$ cat src/rtl/mc_program_loader.sv
// Program loader for the MC14500B wrapper: halts the core, clears program memory,
// streams a new program in over valid/ready, then releases the core after a reset hold.
module mc_program_loader #(
   parameter int                        ADDR_WIDTH = 8,
   parameter int                        CMD_WIDTH  = 12,
   parameter logic [CMD_WIDTH-1:0]      CLEAR_WORD = '0,
   parameter int                        RESET_HOLD = 4
) (
   input  logic                  clk,
   input  logic                  reset,
   input  logic                  start,
   input  logic                  s_valid,
   output logic                  s_ready,
   input  logic [CMD_WIDTH-1:0]  s_data,
   input  logic                  s_last,
   output logic                  prog_we,
   output logic [ADDR_WIDTH-1:0] prog_addr,
   output logic [CMD_WIDTH-1:0]  prog_data,
   output logic                  cpu_reset,
   output logic                  busy,
   output logic                  done,
   output logic                  overflow,
   output logic [ADDR_WIDTH:0]   prog_len
);

   localparam logic [1:0] ST_IDLE  = 2'd0;
   localparam logic [1:0] ST_CLEAR = 2'd1;
   localparam logic [1:0] ST_LOAD  = 2'd2;
   localparam logic [1:0] ST_HOLD  = 2'd3;

   localparam int                    HOLD_W    = $clog2(RESET_HOLD + 1);
   localparam logic [HOLD_W-1:0]     HOLD_INIT = HOLD_W'(RESET_HOLD - 1);
   localparam logic [ADDR_WIDTH-1:0] ADDR_MAX  = '1;

   logic [1:0]            state_q, state_d;
   logic [ADDR_WIDTH-1:0] cnt_q, cnt_d;
   logic [HOLD_W-1:0]     hold_q, hold_d;
   logic                  prog_valid_q, prog_valid_d;
   logic                  prog_we_q, prog_we_d;
   logic [ADDR_WIDTH-1:0] prog_addr_q, prog_addr_d;
   logic [CMD_WIDTH-1:0]  prog_data_q, prog_data_d;
   logic                  done_q, done_d;
   logic                  overflow_q, overflow_d;
   logic [ADDR_WIDTH:0]   prog_len_q, prog_len_d;
   logic                  accept;

   assign s_ready   = (state_q == ST_LOAD);
   assign accept    = s_valid & s_ready;
   assign busy      = (state_q != ST_IDLE);
   // Core stays halted from power-up until the first load has completed.
   assign cpu_reset = busy | ~prog_valid_q;

   assign prog_we   = prog_we_q;
   assign prog_addr = prog_addr_q;
   assign prog_data = prog_data_q;
   assign done      = done_q;
   assign overflow  = overflow_q;
   assign prog_len  = prog_len_q;

   always_comb begin
      state_d      = state_q;
      cnt_d        = cnt_q;
      hold_d       = hold_q;
      prog_valid_d = prog_valid_q;
      prog_we_d    = 1'b0;
      prog_addr_d  = prog_addr_q;
      prog_data_d  = prog_data_q;
      done_d       = 1'b0;
      overflow_d   = overflow_q;
      prog_len_d   = prog_len_q;

      case (state_q)
         ST_IDLE: begin
            if (start) begin
               // The first clear write is issued alongside the state change so that
               // the write strobe lines up with the CLEAR cycles themselves.
               state_d      = ST_CLEAR;
               cnt_d        = '0;
               overflow_d   = 1'b0;
               prog_valid_d = 1'b0;
               prog_we_d    = 1'b1;
               prog_addr_d  = '0;
               prog_data_d  = CLEAR_WORD;
            end
         end
         ST_CLEAR: begin
            if (cnt_q == ADDR_MAX) begin
               state_d = ST_LOAD;
               cnt_d   = '0;
            end else begin
               cnt_d       = cnt_q + ADDR_WIDTH'(1);
               prog_we_d   = 1'b1;
               prog_addr_d = cnt_q + ADDR_WIDTH'(1);
               prog_data_d = CLEAR_WORD;
            end
         end
         ST_LOAD: begin
            if (accept) begin
               prog_we_d   = 1'b1;
               prog_addr_d = cnt_q;
               prog_data_d = s_data;
               cnt_d       = cnt_q + ADDR_WIDTH'(1);
               if (s_last || (cnt_q == ADDR_MAX)) begin
                  // Extra bit in prog_len keeps a full-depth program representable.
                  state_d    = ST_HOLD;
                  hold_d     = HOLD_INIT;
                  cnt_d      = '0;
                  prog_len_d = {1'b0, cnt_q} + (ADDR_WIDTH + 1)'(1);
                  if (!s_last) begin
                     overflow_d = 1'b1;
                  end
               end
            end
         end
         default: begin
            if (hold_q == '0) begin
               state_d      = ST_IDLE;
               prog_valid_d = 1'b1;
               done_d       = 1'b1;
            end else begin
               hold_d = hold_q - HOLD_W'(1);
            end
         end
      endcase
   end

   always_ff @(posedge clk) begin
      if (reset) begin
         state_q      <= ST_IDLE;
         cnt_q        <= '0;
         hold_q       <= '0;
         prog_valid_q <= 1'b0;
         prog_we_q    <= 1'b0;
         prog_addr_q  <= '0;
         prog_data_q  <= '0;
         done_q       <= 1'b0;
         overflow_q   <= 1'b0;
         prog_len_q   <= '0;
      end else begin
         state_q      <= state_d;
         cnt_q        <= cnt_d;
         hold_q       <= hold_d;
         prog_valid_q <= prog_valid_d;
         prog_we_q    <= prog_we_d;
         prog_addr_q  <= prog_addr_d;
         prog_data_q  <= prog_data_d;
         done_q       <= done_d;
         overflow_q   <= overflow_d;
         prog_len_q   <= prog_len_d;
      end
   end

endmodule

$ cat config.mk
export PLATFORM = sky130hd
export DESIGN_NAME = mc_program_loader
export DESIGN_NICKNAME = d
export VERILOG_FILES = /design/src/rtl/mc_program_loader.sv
export SDC_FILE = /design/constraint.sdc
export NUM_CORES = 1
export LEC_CHECK = 0
export CAP_MARGIN = 10
export CORE_MARGIN = 10
export CORE_UTILIZATION = 42
export DETAILED_ROUTE_END_ITERATION = 12
export PLACE_DENSITY = 0.74
export RECOVER_POWER = 100
export SKIP_CTS_REPAIR_TIMING = 1
export SYNTH_ARGS = -nofsm -noshare
export SYNTH_HDL_FRONTEND = slang
export SYNTH_SLANG_ARGS = --single-unit
$ cat constraint.sdc
create_clock -name clk -period 2.1 [get_ports clk]
set_input_delay 0.42 -clock clk [delete_from_list [all_inputs] [get_ports clk]]
set_output_delay 0.42 -clock clk [all_outputs]
set_load 0.005 [all_outputs]
* Word-level counts from Yosys, hierarchy flattened
Cells that the tools add are included.
** Storage, ports and cells
- Word-level logic and storage cells :: 80
- Flip-flop bits (word level) :: 46
- Output and inout port bits :: 35
** Cells by class
- Reductions and logical operators :: 18
- Mux-type cells :: 34
- Add/sub/neg operators :: 3
- Equal/unequal tests :: 10
- Bitwise logic cells :: 5
** Operators with widths (count)
- $mux W8 :: 6
- $pmux W8 S3 :: 2
- $mux W12 :: 3
- $pmux W12 S3 :: 1
- $mux W2 :: 5
- $ne A2 B2 Y1 const B :: 5
- $reduce_and A5 Y1 :: 2
- $add A8 B1 Y9 const B :: 1
- $mux W1 :: 9
- $mux W3 :: 3
- $reduce_and A3 Y1 :: 3
- $add A8 B1 Y8 const B :: 1
- $eq A8 B8 Y1 const B :: 1
- $reduce_and A4 Y1 :: 2
- $pmux W2 S3 :: 1
- $pmux W3 S2 :: 1
- $reduce_bool A2 Y1 :: 3
- $ne A2 B1 Y1 const B :: 2
- $pmux W1 S2 :: 2
- $reduce_bool A4 Y1 :: 1
- $reduce_or A2 Y1 :: 2
- $reduce_or A4 Y1 :: 1
- $logic_not A3 Y1 :: 1
- $not A1 Y1 :: 3
- 9 further kinds :: 9

* Depth between registers and ports, before layout
Gate-level depths: netlist (run 1).
- Depth in word-level cells :: 5
- Gate-level depth with buffers :: 8

* Worst setup path before layout (run 1)
No wires, ideal clock.
- Kind :: register to register
- Start point :: register state_q[0]
- End point :: register cnt_q[4]
- Required time :: 2.030 ns
- Slack :: 0.149 ns
- Arrival time :: 1.880 ns
- Cell stages (with the launch flop) :: 8
- Period minus slack after synthesis :: 1.951 ns
- Cells stage by stage :: dfxtp_1 inv_1 ha_1 nor2b_4 or3_1 buf_2 or4b_1 a21oi_1
** Between the ends
- Longest elaborated chain between the ends :: 4
- Elaborated cells on any way between the ends :: 9
- Classes of those cells :: eq/ne (4); mux (1); bitwise (1); reduce/logical (3)
** RTL lines
- from (decl) :: line 35 : logic [1:0] state_q, state_d;
- from (signal assigned) :: line 140 : state_q <= state_d;
- $eq A2 B2 Y1 :: line 47, 72
- $and A1 B1 Y1 :: line 48 : assign accept = s_valid & s_ready;
- $ne A2 B1 Y1 (no line)
- $reduce_and A3 Y1 (no line)
- to (signal assigned) :: line 141 : cnt_q <= cnt_d;
- to (decl) :: line 36 : logic [ADDR_WIDTH-1:0] cnt_q, cnt_d;
Parallel ways exist; a longest one is shown, timed or not.
A chain may end at the register's enable or synchronous reset.

* Worst setup path after layout (run 1)
- Start point :: register state_q[0]
- End point :: output port s_ready
** Between the ends
- Longest elaborated chain between the ends :: 1
** RTL lines
- $eq A2 B2 Y1 :: line 47 : assign s_ready = (state_q == ST_LOAD);
- to (decl) :: line 13 : output logic s_ready,
No other way between the ends.

==> metrics.cfg, run 1 <==
[global_route]
grt_max_degree = 43
antenna_found_initial = 0
overflow = 0
grt_pass1_wl_um = 11320
first_global_vias = 2312
grt_use_total_pct = 15.54

[sta]
slew_violations = 0
min_period_over_period_pct = 95.92
fin_skew_ns = 0.003089
hold_violations = 0
setup_violations = 0
period_needed_ns = 2.014
holdWs_ns = 0.4696
max_freq_mhz = 496.5
slew_headroom_pct = 70.52
worst_pin_slew_ns = 0.4422
rsz0062_at_grt = no
fin_ws_ns = 0.08577

[layout]
layout-drive-gt1-share_pct = 12.64
area_growth_pct = 35.35
final_cell_mix = dfxtp_1, dlygate4sd3_1, a21oi_1, o21ai_0, nand2_1
num-fill-cells = 515
diodes = 0
final_util_pct = 58.22
nNetsFinal = 372
final_area_um2 = 3167
mostFrequentLayoutCell = dfxtp_1

[worst_setup_path]
r2r_cells = 7
worstPathArrival_ns = 1.59
r2r_end = prog_addr[6]$_SDFFE_PP0P_
rr_startpoint = state_q[0]$_SDFFE_PP0P_
r2r_slack_ns = 0.15
cp-start-kind = flip-flop
cp.required_ns = 1.68
critical_path_class = reg -> out
critPathCaptureType = primary output
cp_max_fo = 29

[floorplan]
die_h_um = 94.64
core_area_um2 = 5439
die-area_um2 = 8956
die_w_um = 94.64
rows = 27
io_pins = 52
start_util_pct = 43.02

[power]
ir_drop_mv = 0.6031
cellPowerDensity_nw_per_um2 = 965.6
p_leak_uw = 0.001191
power_uw = 3058

[routing]
drt_iter0_drc = 247
drt-total-wl_um = 6826
wire_per_inst_um = 16.25
firstDrtPassIters = 5
via_per_inst = 5.650
drtAntennaViolNets = 0
vias = 2373
drc_errors = 0

[placement]
gp_congestion = 0.9147
dp_hpwl_um = 4900
numPortBuffers = 51
post-place-ws_ns = -0.1776
placed_area_um2 = 3088

[logic_synthesis]
synth_edf_count = 0
synth.largest_area_cell = dfxtp_1
ys.flop_type = dfxtp_1
synth_cell_types = 50
synthTopCellsByArea = dfxtp_1, a21oi_1, o21ai_0
synth_top_area_share_pct = 39.36
ys_warn_count = 0
synth_seq_cells = 46
synthCells = 285
yosysSeqAreaShare_pct = 39.36
synth-async-reset-ratio_pct = 0
syn_area_per_cell_um2 = 8.210
syn_area_um2 = 2340
synth_nets = 309

[worst_hold_path]
whs_path_depth = 1
hold_path_class = reg -> reg
min_to = hold_q[1]$_SDFFE_PP0P_
min_from = hold_q[1]$_SDFFE_PP0P_

[run]
drv_cap = 0

[clocking]
cts_made_buffers = 5
cts_tree = done
clkTransAtPathRegs_ns = 0.08
cts_num_sinks = 46
htree_levels = 2
cts_root_buf = clkbuf_8
cts.path.max_buffers = 2
clock_latency_ns = 0.30

[outcome]
run_status = finished clean

per-stage QoR:
step                      TNS, ns  cells
after floorplan                 0    285
after global placement     -1.283    413
after detailed placement   -1.785    413
after CTS                 -0.2321    420
after global routing            0    420
final                           0    420
worst max-delay path by stage:
stage | from | slack (ns) | endpoint | depth (start not counted)
after floorplan | state_q[0]$_SDFFE_PP0P_ | 0.15 | cnt_q[4]$_SDFFE_PP0P_ | 7
after global placement | start | -0.17 | cnt_q[4]$_SDFFE_PP0P_ | 5
after detailed placement | start | -0.18 | cnt_q[4]$_SDFFE_PP0P_ | 5
after CTS | state_q[1]$_SDFFE_PP0P_ | -0.13 | s_ready | 3
after global routing | state_q[1]$_SDFFE_PP0P_ | 0.008 | cnt_q[4]$_SDFFE_PP0P_ | 6
final | state_q[0]$_SDFFE_PP0P_ | 0.09 | s_ready | 4
where the power goes:
part | total, uW | internal (uW) | switching [uW] | leakage, uW
Clock | 525 | 229 | 296 | 0.0000373
Sequential | 1050 | 989 | 59.9 | 0.000372
Combinational | 1480 | 641 | 844 | 0.000782
cells in the mapped netlist, types with 2 or more instances:
master and number:
a22oi_1 2, a221oi_1 3, or3_1 3, and2_1 3, a22o_1 4, mux2i_1 2, nor2b_1 3, a31o_2 2
nor2_1 16, a21oi_1 28, o211ai_1 2, or4_1 4, and3_1 2, o32ai_1 8, ha_1 7, inv_1 15
dfxtp_1 46, nand4_1 14, and4_1 2, buf_2 4, a21o_1 2, nand3_1 8, a211oi_1 6, nand2_1 19
o221ai_1 2, nor4_1 4, o21ai_0 20, or2_2 3, xnor2_1 5, nor3_1 9, clkbuf_1 17, o21ai_1 2
metal layers:
layer	track usage (%)	share of wire [%]	vias up
li1	-	-	1171
met1	20.49	44	1110
met2	23.74	47	84
met3	4.679	8.0	8
met4	4.988	1.3	0
met5	0	0	-
kinds of logic (layout without fill, tap and decap cells):
group | count (synthesis) | count (layout) | synth area share [%]
XOR/XNOR | 6 | 6 | 2.246
buffers and inverters | 39 | 102 | 6.523
multiplexers | 3 | 3 | 1.337
adder cells (fa/ha/maj) | 7 | 7 | 3.743
flip-flops | 46 | 46 | 39.36
AO/OA/AOI/OAI | 89 | 89 | 24.71
AND/OR/NAND/NOR | 95 | 95 | 22.09
worst max-delay path: stages (launching register included):
cell             delay, ns
dfxtp_1               0.32
inv_2                 0.08
ha_4                  0.15
buf_8                 0.20
clkdlybuf4s50_1       0.54
state kept, by name (all words and copies together), names as in the netlist:
register	flops
state_q	2
prog_we	1
prog_data	12
prog_addr	8
prog_valid_q	1
overflow	1
prog_len	9
hold_q	3
done	1
cnt_q	8
area by class of cell:
class	instances	area [um2]	area share (%)
Multi-Input combinational cell	200	1289	40.70
Clock inverter	1	7.507	0.2371
Tap cell	72	90.09	2.845
Timing Repair Buffer	79	725.7	22.92
Inverter	16	60.06	1.896
Sequential cell	46	922.1	29.12
Clock buffer	6	72.57	2.292
Note: power is estimated with default switching activity, not from simulation.
==> inputs of run 2 (changes only) <==
--- a/config.mk
+++ b/config.mk
@@ -9,9 +9,9 @@
 export CORE_MARGIN = 10
 export CORE_UTILIZATION = 42
 export DETAILED_ROUTE_END_ITERATION = 12
+export GPL_TIMING_DRIVEN = 0
 export PLACE_DENSITY = 0.74
 export RECOVER_POWER = 100
-export SKIP_CTS_REPAIR_TIMING = 1
 export SYNTH_ARGS = -nofsm -noshare
 export SYNTH_HDL_FRONTEND = slang
 export SYNTH_SLANG_ARGS = --single-unit
==> run 2 against run 1 <==
Effect of this change: final cell count down 0.71%; setup slack better by 0.0011 ns; sequential power about the same; critical endpoint is now cnt_q[5]$_SDFFE_PP0P_; largest power group unchanged.
==> metrics.cfg, run 2 (synthesized netlist as in run 1, its figures left out) <==
[sta]
slew_violations = 0  ; unchanged
hold_violations = 0  ; unchanged
holdWs_ns = 0.4763  ; was 0.4696 ns
fin_skew_ns = 0.008772  ; was 0.003089 ns
slew_headroom_pct = 60.64  ; was 70.52%
period_needed_ns = 2.013  ; was 2.014 ns
min_period_over_period_pct = 95.86  ; was 95.92%
max_freq_mhz = 496.7  ; was 496.5 MHz
worst_pin_slew_ns = 0.5904  ; was 0.4422 ns
setup_violations = 0  ; unchanged
rsz0062_at_grt = no  ; unchanged

[clocking]
cts_num_sinks = 46  ; unchanged
hold_buffers = 0
cts_made_buffers = 5  ; unchanged
cts_root_buf = clkbuf_8  ; unchanged
htree_levels = 2  ; unchanged
cts.path.max_buffers = 2  ; unchanged
cts_tree = done  ; unchanged
clock_latency_ns = 0.31  ; was 0.30 ns
clkTransAtPathRegs_ns = 0.09  ; was 0.08 ns

[floorplan]
die-area_um2 = 8956  ; unchanged
core_area_um2 = 5439  ; unchanged
die_w_um = 94.64  ; unchanged
start_util_pct = 43.02  ; unchanged
die_h_um = 94.64  ; unchanged
rows = 27  ; unchanged
io_pins = 52  ; unchanged

[layout]
largest_reg_flops = 12  ; unchanged
final_cell_mix = dfxtp_1, dlygate4sd3_1, a21oi_1, o21ai_0, nand2_1  ; unchanged
nNetsFinal = 368  ; was 372
ff_latch_area_um2 = 924.6  ; was 922.1 um2
mostFrequentLayoutCell = dfxtp_1  ; unchanged
fin_cells = 417  ; was 420
num-fill-cells = 516  ; was 515
layout-drive-gt1-share_pct = 13.91  ; was 12.64%
multiInputGateArea_um2 = 1311  ; was 1289 um2
diodes = 0  ; unchanged
area_growth_pct = 32.46  ; was 35.35%

[worst_setup_path]
cp_max_fo = 10  ; was 29
cp.required_ns = 2.30  ; was 1.68 ns
critical_path_class = reg -> reg  ; was reg -> out
critPathSlowestCell = dfxtp_2  ; was clkdlybuf4s50_1
critPathCaptureType = flip-flop  ; was primary output
crit_chain = inv_1, ha_2, nor2b_1, nor3_1, clkbuf_2, o32ai_1, a22o_1  ; was inv_2, ha_4, buf_8, clkdlybuf4s50_1
critPathLaunch = state_q[0]$_SDFFE_PP0P_  ; unchanged
worstPathArrival_ns = 2.22  ; was 1.59 ns
rr_startpoint = state_q[0]$_SDFFE_PP0P_  ; unchanged
r2r_end = cnt_q[5]$_SDFFE_PP0P_  ; was prog_addr[6]$_SDFFE_PP0P_
cp_num_buf_inv = 2  ; was 3
cp.depth = 7  ; was 4
critPathCapture = cnt_q[5]$_SDFFE_PP0P_  ; was s_ready
r2r_slack_ns = 0.09  ; was 0.15 ns
r2r_cells = 7  ; unchanged
critPathMaxStageDelay_ns = 0.36  ; was 0.54 ns
path_delay_family = simple AND/OR/NAND/NOR gates  ; was buffers and inverters
cp-start-kind = flip-flop  ; unchanged

[placement]
gp_congestion = 0.8772  ; was 0.9147
dp_hpwl_um = 4939  ; was 4900 um
dp.cells = 407  ; was 413
numPortBuffers = 50  ; was 51

[routing]
drt-total-wl_um = 6899  ; was 6826 um
firstDrtPassIters = 4  ; was 5
drc_errors = 0  ; unchanged
drt_iter0_drc = 199  ; was 247
wire_per_inst_um = 16.54  ; was 16.25 um
drtAntennaViolNets = 0  ; unchanged
via_per_inst = 5.590  ; was 5.650
vias = 2331  ; was 2373

[power]
p_int_uw = 1811  ; was 1858 uW
clockPowerShare_pct = 18.3  ; was 17.2%
p_leak_uw = 0.001180  ; was 0.001191 uW
ir_drop_mv = 0.6717  ; was 0.6031 mV
cellPowerDensity_nw_per_um2 = 978.3  ; was 965.6 nW/um2
pwr-share-seq_pct = 34.8  ; was 34.3%
power_uw = 3032  ; was 3058 uW
switching_power_uw = 1221  ; was 1200 uW
swShare_pct = 40.26  ; was 39.23%
pwr-share-comb_pct = 47.0  ; was 48.6%

[worst_hold_path]
hold_path_class = reg -> reg  ; unchanged
whs_path_depth = 2  ; was 1

[global_route]
first_global_vias = 2223  ; was 2312
grt_pass1_wl_um = 11390  ; was 11320 um
overflow = 0  ; unchanged
grt_use_total_pct = 15.67  ; was 15.54%
antenna_found_initial = 0  ; unchanged
grt_max_degree = 16  ; was 43

[run]
drv_cap = 0  ; unchanged

[outcome]
run_status = finished clean  ; unchanged

==> run 2: cell type report <==
class / instances / share of cell area [%]
Buffer: 21 / 3.189
Clock buffer: 5 / 2.220
Clock inverter: 3 / 0.6056
Inverter: 16 / 1.938
Multi-Input combinational cell: 200 / 42.31
Sequential cell: 46 / 29.83
Tap cell: 72 / 2.907
Timing Repair Buffer: 54 / 17.00
==> run 2: worst min-delay path, cell delays in order (launching register included) <==
cell and delay, ns:
dfxtp_1 0.31, o21ai_0 0.06, a21oi_1 0.06
==> run 2: timing repair <==
item | in CTS | in global routing
setup endpoints to repair | 29 | 32
pin swaps | 2 | 2
buffers inserted | 3 | 1
gates resized for setup | 13 | 19
gates cloned | 0 | 0
==> run 2: power groups by stage <==
| stage | sequential, uW | clock [uW] | combinational [uW] |
|---|---|---|---|
| 6_report | 1050 | 554 | 1420 |
| 5_1_grt | 1070 | 599 | 1570 |
| 4_1_cts | 1050 | 567 | 1380 |
| 3_5_place_dp | 1070 | 0 | 1310 |
| 3_3_place_gp | 1070 | 0 | 1300 |
| 2_1_floorplan | 1070 | 0 | 828 |
==> run 2: per-layer routing <==
metal | vias to the layer above | global-route usage, % | part of all wire, %
met5 | - | 0 | 0
met4 | 0 | 5.486 | 1.4
met3 | 8 | 4.837 | 8.8
met2 | 88 | 24.49 | 45
met1 | 1062 | 19.97 | 45
li1 | 1173 | - | -
==> run 2: worst min-delay path by stage <==
| stage | start | to |
|---|---|---|
| 3_5_place_dp | hold_q[1]$_SDFFE_PP0P_ | hold_q[1]$_SDFFE_PP0P_ |
| 4_1_cts | hold_q[1]$_SDFFE_PP0P_ | hold_q[1]$_SDFFE_PP0P_ |
| 6_report | prog_data[5]$_SDFFE_PP0P_ | prog_data[5]$_SDFFE_PP0P_ |
| 5_1_grt | hold_q[1]$_SDFFE_PP0P_ | hold_q[1]$_SDFFE_PP0P_ |
| 3_3_place_gp | hold_q[1]$_SDFFE_PP0P_ | hold_q[1]$_SDFFE_PP0P_ |
| 2_1_floorplan | hold_q[1]$_SDFFE_PP0P_ | hold_q[1]$_SDFFE_PP0P_ |
==> run 2: through the flow <==
| step | util [%] | TNS (ns) | worst slack (ns) | area [um2] |
|---|---|---|---|---|
| finish | 56.98 | 0 | 0.08691 | 3099 |
| global route | 56.98 | 0 | 0.007688 | 3099 |
| CTS | 56.61 | 0 | 0.0003437 | 3079 |
| detailed placement | 53.88 | -4.682 | -0.2930 | 2930 |
| global placement | 53.88 | -4.557 | -0.2618 | 2930 |
| floorplan | - | 0 | 0.1491 | 2340 |
==> inputs of run 3 (changes only) <==
--- a/config.mk
+++ b/config.mk
@@ -7,10 +7,10 @@
 export LEC_CHECK = 0
 export CAP_MARGIN = 10
 export CORE_MARGIN = 10
-export CORE_UTILIZATION = 42
+export CORE_UTILIZATION = 45
 export DETAILED_ROUTE_END_ITERATION = 12
 export GPL_TIMING_DRIVEN = 0
-export PLACE_DENSITY = 0.74
+export PLACE_DENSITY = 0.78
 export RECOVER_POWER = 100
 export SYNTH_ARGS = -nofsm -noshare
 export SYNTH_HDL_FRONTEND = slang
==> run 3 against run 2 <==
Effect of this change: non-clock buffer count is the same; design area rose by 0.44%; setup slack got worse by 0.059 ns; fmax fell by 2.9%; largest cell class unchanged; worst hold slack got worse by 0.0040 ns; first-iteration DRC count fell by 8.5%; sequential power about the same; global-route usage grew 0.95 points; total power rose by 2.1%; die area is 5.3% lower; clock power up 20%; flip-flop and latch count unchanged.
==> metrics.cfg, run 3 (synthesized netlist as in run 1, its figures left out) <==
[power]
power_uw = 3097  ; was 3032 uW
switching_power_uw = 1165  ; was 1221 uW
pwr-share-seq_pct = 34.2  ; was 34.8%
pwr-share-comb_pct = 44.2  ; was 47.0%
p_int_uw = 1932  ; was 1811 uW
swShare_pct = 37.62  ; was 40.26%
ir_drop_mv = 0.5925  ; was 0.6717 mV
cellPowerDensity_nw_per_um2 = 994.9  ; was 978.3 nW/um2
clockPowerShare_pct = 21.5  ; was 18.3%
p_leak_uw = 0.001190  ; was 0.001180 uW

[clocking]
cts_root_buf = clkbuf_8  ; unchanged
cts.path.max_buffers = 2  ; unchanged
hold_buffers = 0  ; unchanged
cts_tree = done  ; unchanged
cts_made_buffers = 5  ; unchanged
htree_levels = 2  ; unchanged
clkTransAtPathRegs_ns = 0.08  ; was 0.09 ns
clock_latency_ns = 0.30  ; was 0.31 ns
cts_num_sinks = 46  ; unchanged

[layout]
nNetsFinal = 368  ; unchanged
diodes = 0  ; unchanged
fin_cells = 414  ; was 417
final_cell_mix = dfxtp_1, dlygate4sd3_1, a21oi_1, nand2_1, o21ai_0  ; was dfxtp_1, dlygate4sd3_1, a21oi_1, o21ai_0, nand2_1
layout-drive-gt1-share_pct = 12.21  ; was 13.91%
mostFrequentLayoutCell = dfxtp_1  ; unchanged
final_util_pct = 61.34  ; was 56.98%
area_growth_pct = 33.05  ; was 32.46%
largest_reg_flops = 12  ; unchanged

[routing]
drt_iter0_drc = 182  ; was 199
firstDrtPassIters = 4  ; unchanged
drt-total-wl_um = 6831  ; was 6899 um
drtAntennaViolNets = 0  ; unchanged
drc_errors = 0  ; unchanged
via_per_inst = 5.696  ; was 5.590
vias = 2358  ; was 2331
wire_per_inst_um = 16.50  ; was 16.54 um

[global_route]
overflow = 0  ; unchanged
grt_max_degree = 14  ; was 16
first_global_vias = 2328  ; was 2223
grt_use_total_pct = 16.63  ; was 15.67%
grt_pass1_wl_um = 11680  ; was 11390 um
antenna_found_initial = 0  ; unchanged

[floorplan]
die_w_um = 92.11  ; was 94.64 um
start_util_pct = 46.10  ; was 43.02%
core_area_um2 = 5075  ; was 5439 um2
die_h_um = 92.11  ; was 94.64 um
rows = 26  ; was 27
io_pins = 52  ; unchanged
die-area_um2 = 8483  ; was 8956 um2

[worst_setup_path]
worstPathArrival_ns = 2.30  ; was 2.22 ns
critPathCapture = cnt_q[4]$_SDFFE_PP0P_  ; was cnt_q[5]$_SDFFE_PP0P_
critical_path_class = reg -> reg  ; unchanged
cp.required_ns = 2.33  ; was 2.30 ns
critPathSlowestCell = or4b_1  ; was dfxtp_2
cp-start-kind = flip-flop  ; unchanged
crit_chain = inv_1, ha_2, nor2b_4, or3_1, clkbuf_4, or4b_1, a21oi_1  ; was inv_1, ha_2, nor2b_1, nor3_1, clkbuf_2, o32ai_1, a22o_1
critPathMaxStageDelay_ns = 0.52  ; was 0.36 ns
r2r_cells = 7  ; unchanged
r2r_end = cnt_q[4]$_SDFFE_PP0P_  ; was cnt_q[5]$_SDFFE_PP0P_
cp.depth = 7  ; unchanged
rr_startpoint = state_q[1]$_SDFFE_PP0P_  ; was state_q[0]$_SDFFE_PP0P_
critPathCaptureType = flip-flop  ; unchanged
r2r_slack_ns = 0.03  ; was 0.09 ns
critPathLaunch = state_q[1]$_SDFFE_PP0P_  ; was state_q[0]$_SDFFE_PP0P_
cp_num_buf_inv = 2  ; unchanged
path_delay_family = simple AND/OR/NAND/NOR gates  ; unchanged
cp_max_fo = 9  ; was 10

[sta]
rsz0062_at_grt = yes  ; was no
fin_ws_ns = 0.02756  ; was 0.08691 ns
worst_pin_slew_ns = 0.5694  ; was 0.5904 ns
setup_violations = 0  ; unchanged
holdWs_ns = 0.4723  ; was 0.4763 ns
period_needed_ns = 2.072  ; was 2.013 ns
slew_headroom_pct = 62.04  ; was 60.64%
hold_violations = 0  ; unchanged
min_period_over_period_pct = 98.69  ; was 95.86%
fin_skew_ns = 0.006724  ; was 0.008772 ns
max_freq_mhz = 482.5  ; was 496.7 MHz
slew_violations = 0  ; unchanged

[placement]
numPortBuffers = 50  ; unchanged
gp_congestion = 0.9265  ; was 0.8772
dp.cells = 405  ; was 407
post-place-ws_ns = -0.2826  ; was -0.2930 ns
dp_hpwl_um = 5082  ; was 4939 um

[worst_hold_path]
hold_path_class = reg -> reg  ; unchanged

[run]
drv_cap = 0  ; unchanged

[outcome]
run_status = finished clean  ; unchanged

[run 3: changes by cell type in the layout (fill, tap and decap cells not counted), moves of 2 or more]
cell      delta
clkbuf_1     +2
clkinv_2     -2
o21ai_0      -2
o21ai_1      +2
clkbuf_2     -3
[run 3: worst min path at each step]
stage	startpoint	to	slack, ns	cells after the start
after global placement	hold_q[1]$_SDFFE_PP0P_	hold_q[1]$_SDFFE_PP0P_	0.45	1
final	prog_len[1]$_SDFFE_PP0P_	prog_len[1]$_SDFFE_PP0P_	0.47	2
after global routing	prog_data[6]$_SDFFE_PP0P_	prog_data[6]$_SDFFE_PP0P_	0.50	2
after floorplan	hold_q[1]$_SDFFE_PP0P_	hold_q[1]$_SDFFE_PP0P_	0.44	1
after detailed placement	hold_q[1]$_SDFFE_PP0P_	hold_q[1]$_SDFFE_PP0P_	0.46	1
after CTS	prog_len[1]$_SDFFE_PP0P_	prog_len[1]$_SDFFE_PP0P_	0.48	2
[run 3: metrics by stage]
stage          instance area [um2]  setup TNS, ns
2_1_floorplan                 2340              0
3_3_place_gp                  2928         -4.424
3_5_place_dp                  2928         -4.662
4_1_cts                       3109              0
5_1_grt                       3113        -0.3569
6_report                      3113              0
[run 3: cell type report]
cell class                 instances  area (um2)
sequential                        46       924.6
fill                             479        1962
clock buffer                       6       82.58
tap                               70       87.58
clock inverter                     1       30.03
multi-input combinational        200        1303
buffer                            21       95.09
inverter                          16       60.06
timing repair buffer              54       530.5
[run 3: metal layers]
metal | part of all wire, % | track usage, %
met5 | 0 | 0
met4 | 1.8 | 5.913
met3 | 7.5 | 5.216
met2 | 46 | 25.88
met1 | 44 | 21.11
[run 3: timing repair]
| item | CTS | global route |
|---|---|---|
| buffers inserted | 4 | 0 |
| setup endpoints to repair | 26 | 39 |
| pin swaps | 2 | 0 |
| gates resized for setup | 13 | 12 |
[run 3: power groups by stage]
stage / registers [uW] / logic, uW / clock network, uW
finish: 1060 / 1370 / 667
global route: 1080 / 1530 / 720
CTS: 1060 / 1390 / 681
detailed placement: 1080 / 1300 / 0
global placement: 1070 / 1280 / 0
floorplan: 1070 / 828 / 0
[run 3: worst reg2reg max path, cell delays in order, from the launching register on]
cell and delay, ns:
dfxtp_2 0.37, inv_1 0.07, ha_2 0.21, nor2b_4 0.15, or3_1 0.34, clkbuf_4 0.18
or4b_1 0.52, a21oi_1 0.15
